==> config.mk <==
export PLATFORM = sky130hd
export DESIGN_NAME = change_dispense_ctrl
export DESIGN_NICKNAME = d
export VERILOG_FILES = /design/src/rtl/change_dispense_ctrl.sv
export SDC_FILE = /design/constraint.sdc
export NUM_CORES = 1
export LEC_CHECK = 0
export ABC_AREA = 1
export CAP_MARGIN = 20
export CORE_ASPECT_RATIO = 1.1
export CORE_MARGIN = 8
export CORE_UTILIZATION = 40
export DETAILED_ROUTE_END_ITERATION = 16
export PLACE_DENSITY = 0.64
export RECOVER_POWER = 25
export SLEW_MARGIN = 15
export SYNTH_ARGS = -nofsm -noshare
export SYNTH_HDL_FRONTEND = slang
export SYNTH_SLANG_ARGS = --single-unit
==> constraint.sdc <==
create_clock -name clk -period 1.9 [get_ports clk]
set_input_delay 0.57 -clock clk [delete_from_list [all_inputs] [get_ports clk]]
set_output_delay 0.57 -clock clk [all_outputs]
set_load 0.05 [all_outputs]
==> src/rtl/change_dispense_ctrl.sv <==
// rtl/change_dispense_ctrl.sv - greedy 5/2/1 coin-change dispenser with hopper handshakes
// Optional hopper timeout fault is enabled by defining CHANGE_TIMEOUT_EN.
module change_dispense_ctrl #(
  parameter int TIMEOUT_CYC = 255,
  parameter int INV_INIT    = 15
) (
  input  logic       clk,
  input  logic       rst,
  input  logic       req_valid,
  input  logic [3:0] req_amt,
  output logic       req_ready,
  input  logic       refill,
  output logic       hop_05,
  output logic       hop_02,
  output logic       hop_01,
  input  logic       sens_05,
  input  logic       sens_02,
  input  logic       sens_01,
  output logic       done,
  output logic       short,
  output logic [3:0] remain,
  output logic       fault
);

  if (INV_INIT < 0 || INV_INIT > 15) begin : g_bad_inv_init
    $error("INV_INIT must be within 0..15");
  end
  if (TIMEOUT_CYC < 1 || TIMEOUT_CYC > 255) begin : g_bad_timeout
    $error("TIMEOUT_CYC must be within 1..255");
  end

  localparam logic [3:0] INV_RST = 4'(INV_INIT);

  typedef enum logic [2:0] {
    S_IDLE  = 3'd0,
    S_PICK  = 3'd1,
    S_WAIT  = 3'd2,
    S_DONE  = 3'd3,
    S_FAULT = 3'd4
  } state_t;

  state_t     r_state;
  logic [3:0] r_rem;
  logic [3:0] r_inv_05;
  logic [3:0] r_inv_02;
  logic [3:0] r_inv_01;
  // One-hot selected denomination: bit 2 = 5, bit 1 = 2, bit 0 = 1.
  logic [2:0] r_sel;

`ifdef CHANGE_TIMEOUT_EN
  localparam logic [7:0] TO_LAST = 8'(TIMEOUT_CYC - 1);
  logic [7:0] r_cnt;
`endif

  logic [2:0] w_pick;
  logic       w_hit;
  logic [3:0] w_coin;

  always_comb begin
    w_pick = 3'b000;
    if (r_rem >= 4'd5 && r_inv_05 != 4'd0)
      w_pick = 3'b100;
    else if (r_rem >= 4'd2 && r_inv_02 != 4'd0)
      w_pick = 3'b010;
    else if (r_rem != 4'd0 && r_inv_01 != 4'd0)
      w_pick = 3'b001;
  end

  assign w_hit  = (r_sel[2] & sens_05) | (r_sel[1] & sens_02) | (r_sel[0] & sens_01);
  assign w_coin = r_sel[2] ? 4'd5 : (r_sel[1] ? 4'd2 : 4'd1);

  always_ff @(posedge clk or negedge rst) begin
    if (!rst) begin
      r_state  <= S_IDLE;
      r_rem    <= 4'd0;
      r_inv_05 <= INV_RST;
      r_inv_02 <= INV_RST;
      r_inv_01 <= INV_RST;
      r_sel    <= 3'b000;
`ifdef CHANGE_TIMEOUT_EN
      r_cnt    <= 8'd0;
`endif
    end else begin
      case (r_state)
        S_IDLE: begin
          if (refill) begin
            r_inv_05 <= INV_RST;
            r_inv_02 <= INV_RST;
            r_inv_01 <= INV_RST;
          end
          if (req_valid) begin
            r_rem   <= req_amt;
            r_state <= S_PICK;
          end
        end
        S_PICK: begin
          if (w_pick == 3'b000) begin
            r_state <= S_DONE;
          end else begin
            r_sel   <= w_pick;
            r_state <= S_WAIT;
`ifdef CHANGE_TIMEOUT_EN
            r_cnt   <= 8'd0;
`endif
          end
        end
        S_WAIT: begin
          // A matching sensor takes priority over a timeout expiring on the same edge.
          if (w_hit) begin
            r_rem   <= r_rem - w_coin;
            r_state <= S_PICK;
            if (r_sel[2] && r_inv_05 != 4'd0) r_inv_05 <= r_inv_05 - 4'd1;
            if (r_sel[1] && r_inv_02 != 4'd0) r_inv_02 <= r_inv_02 - 4'd1;
            if (r_sel[0] && r_inv_01 != 4'd0) r_inv_01 <= r_inv_01 - 4'd1;
          end
`ifdef CHANGE_TIMEOUT_EN
          else if (r_cnt == TO_LAST) begin
            r_state <= S_FAULT;
          end else begin
            r_cnt <= r_cnt + 8'd1;
          end
`endif
        end
        S_DONE: begin
          r_state <= S_IDLE;
        end
        S_FAULT: begin
          if (refill) begin
            r_inv_05 <= INV_RST;
            r_inv_02 <= INV_RST;
            r_inv_01 <= INV_RST;
            r_state  <= S_IDLE;
          end
        end
        default: begin
          r_state <= S_IDLE;
        end
      endcase
    end
  end

  assign req_ready = (r_state == S_IDLE);
  assign hop_05    = (r_state == S_WAIT) & r_sel[2];
  assign hop_02    = (r_state == S_WAIT) & r_sel[1];
  assign hop_01    = (r_state == S_WAIT) & r_sel[0];
  assign done      = (r_state == S_DONE);
  assign short     = (r_state == S_DONE) & (r_rem != 4'd0);
  assign remain    = (r_state == S_DONE) ? r_rem : 4'd0;

`ifdef CHANGE_TIMEOUT_EN
  assign fault = (r_state == S_FAULT);
`else
  assign fault = 1'b0;
`endif

endmodule

==> qor.txt <==
critical path class = reg -> out
TritonCTS clock tree = built
cell taking the most area after synthesis = dfstp_2
Worst-Margin Slew = 0.5603 ns
Syn Nets = 229
DIE WIDTH = 73.34 um
yosys synthesis warning count = 0
final WL = 3268 um
VDD IR max = 0.2315 mV
wire length on met2 = 1483 um
vias in the first global route = 1299
hold wc startpoint = r_inv_01[2]$_DFFE_PN1P_
final setup fails = 0
Resized cells post-CTS = 2
clk sinks = 21
Hold Crit Class = reg -> reg
nets = 257
CTS root buffer = clkbuf_8
die area = 0.005798 sq mm
sequential area share after synthesis = 0.3737
Core Footprint = 0.003568 sq mm
Slew HR = 0.6265
PwrDens = 408.1 mW/mm^2
Iter 0 DRT Violations = 83
Critical Path Sink Type = output port
share of synthesized registers carrying an async set or reset = 1.000
Fin Hold WS = 0.4615 ns
Cells after DPL = 284
Initial Util = 0.4053
post-DR vias/cell = 4.590
Slew Viols, Final = 0
Setup crit start kind = flop
H-tree Lvls = 1
Worst Path Required = 1.33 ns
post-route ant nets = 0
GPL Wtd Cong = 0.7925
Yosys cell types = 25
Routed WL per cell = 11.35 um
initial antenna violation count = 0
Via Count = 1322
CP startpoint = r_state[1]$_DFFE_PN0P_
Worst-path clk slew = 0.08 ns
area grow syn2layout = 31.49%
maximum number of pins on one net before global-route repair = 22
IO Pins = 22
Total GRT Usage = 0.1179
Avg Inst Size Synth = 6.855 sq um
Final period util = 0.9793
DPL Wire Length = 2509 um
Fin Setup TNS = 0 ns
Synth Instances = 211
post-CTS setup buffers = 0
first-pass GRT wire length = 5554 um
share of cells above drive strength 1 = 0.1975
Top Layer Used = met4
DIE HEIGHT = 79.07 um
Layout Cells excl Fill = 288
status = completed
clk_skew = 0.003915 ns
Most used DFF post-synth = dfstp_2
WL met1 = 1634 um
Worst-Skew Late Latency = 0.26 ns
share of the synthesized area in the top cell type = 0.2180
reg-to-reg setup timing slack = 0.18 ns
Layout Utilization = 0.5330
fill count = 364
Arrival @ worst endpoint = 1.29 ns
Detailed Routing Iterations Pass 1 = 4
max frequency = 0.5374 GHz
Worst Path Max Fanout = 6
# port buffers = 20
Mapped Area = 0.001446 sq mm
Tmin final = 1.861 ns
grt ovf = 0
Critical R2R Launch = r_sel[1]$_DFFE_PN0P_
Max Cap Viol = 0
Yosys reg bits = 21
Leak = 0.9240 nW
clk buf depth = 2
Synth area leaders = dfstp_2 (22%), nand2_1 (21%), dfrtp_1 (16%)
CTS Hold Bufs = 0
ant diodes = 0
met3 wire length = 126 um
DRC errors left = 0
site row count = 23
Final Hold Fails = 0
cts bufs inserted = 3
number of synthesized flops with an enable pin = 0
## area by class of cell
class | instances | area [sq um] | share of cell area
Multi-Input combinational cell | 157 | 783.3 | 0.4118
Clock inverter | 1 | 5.005 | 0.002632
Inverter | 30 | 112.6 | 0.05921
Timing Repair Buffer | 26 | 355.3 | 0.1868
Tap cell | 50 | 62.56 | 0.03289
Sequential cell | 21 | 541.8 | 0.2849
Clock buffer | 3 | 41.29 | 0.02171
## flip-flops by register name, summed over array words and instances (netlist names)
register  flops
r_inv_01      4
r_inv_02      4
r_inv_05      4
r_rem         4
r_sel         3
r_state       2
## critical path, cell delays in order, from the launching register on
cell and delay (ns):
dfrtp_1 0.40, buf_4 0.17, nor2_1 0.29, buf_12 0.18
## stage by stage
| stage | power (mW) | setup WS (ns) | cell area, sq um |
|---|---|---|---|
| floorplan | 0.4621 | 0.03267 | 1450 |
| global placement | 0.4917 | 0.06609 | 1847 |
| detailed placement | 0.4916 | 0.05913 | 1847 |
| CTS | 0.7895 | 0.01648 | 1898 |
| global route | 0.8114 | -0.006183 | 1902 |
| finish | 0.7761 | 0.03927 | 1902 |
## cell usage after synthesis, drive strengths merged (3+ instances only)
cell type  number
o21ai           8
dfrtp           9
nand2          80
inv            30
buf             3
nand4           4
nand3          30
ha              6
dfstp          12
nor2           18
a21oi           4
or2             3
## placed cells by master, fill, tap and decap left out, types with 2 or more instances in the layout
cell	n
a21oi_1	2
clkbuf_8	3
o21ai_0	5
nor2_1	13
or2_2	3
buf_4	4
o21ai_1	3
buf_12	11
nor2_2	4
clkdlybuf4s50_1	9
nand4_1	4
ha_1	6
dfstp_2	12
inv_1	29
nand3_1	29
dfrtp_1	8
nand2_1	78
## power breakdown
| group | internal [mW] | switching [mW] |
|---|---|---|
| combinational | 0.0181 | 0.0163 |
| sequential | 0.448 | 0 |
| clock | 0.146 | 0.148 |
| total | 0.612 | 0.164 |
## final timing paths
kind	end	cells past startpoint
setup / recovery	req_ready	3
hold / removal	r_inv_01[2]$_DFFE_PN1P_	2
setup reg to reg	r_rem[2]$_DFFE_PN0P_	9
hold reg to reg	r_inv_01[2]$_DFFE_PN1P_	2
max in group asynchronous	r_state[0]$_DFFE_PN0P_	2
min in group asynchronous	r_rem[1]$_DFFE_PN0P_	2
## kinds of logic (layout without fill, tap and decap cells)
| logic type | after synthesis | after routing | synth area share |
|---|---|---|---|
| fa+ha+maj | 7 | 7 | 0.06574 |
| flops | 21 | 21 | 0.3737 |
| buf+inv | 33 | 60 | 0.09428 |
| simple gates | 136 | 136 | 0.4092 |
| compound gates | 13 | 13 | 0.05449 |
| other cells | 1 | 1 | 0.002593 |
## routing by layer
layer,vias up,global-route usage
met5,-,0
met4,0,0.03800
met3,2,0.02267
met2,21,0.1970
met1,586,0.1478
li1,713,-
(Power assumes the default switching activity.)
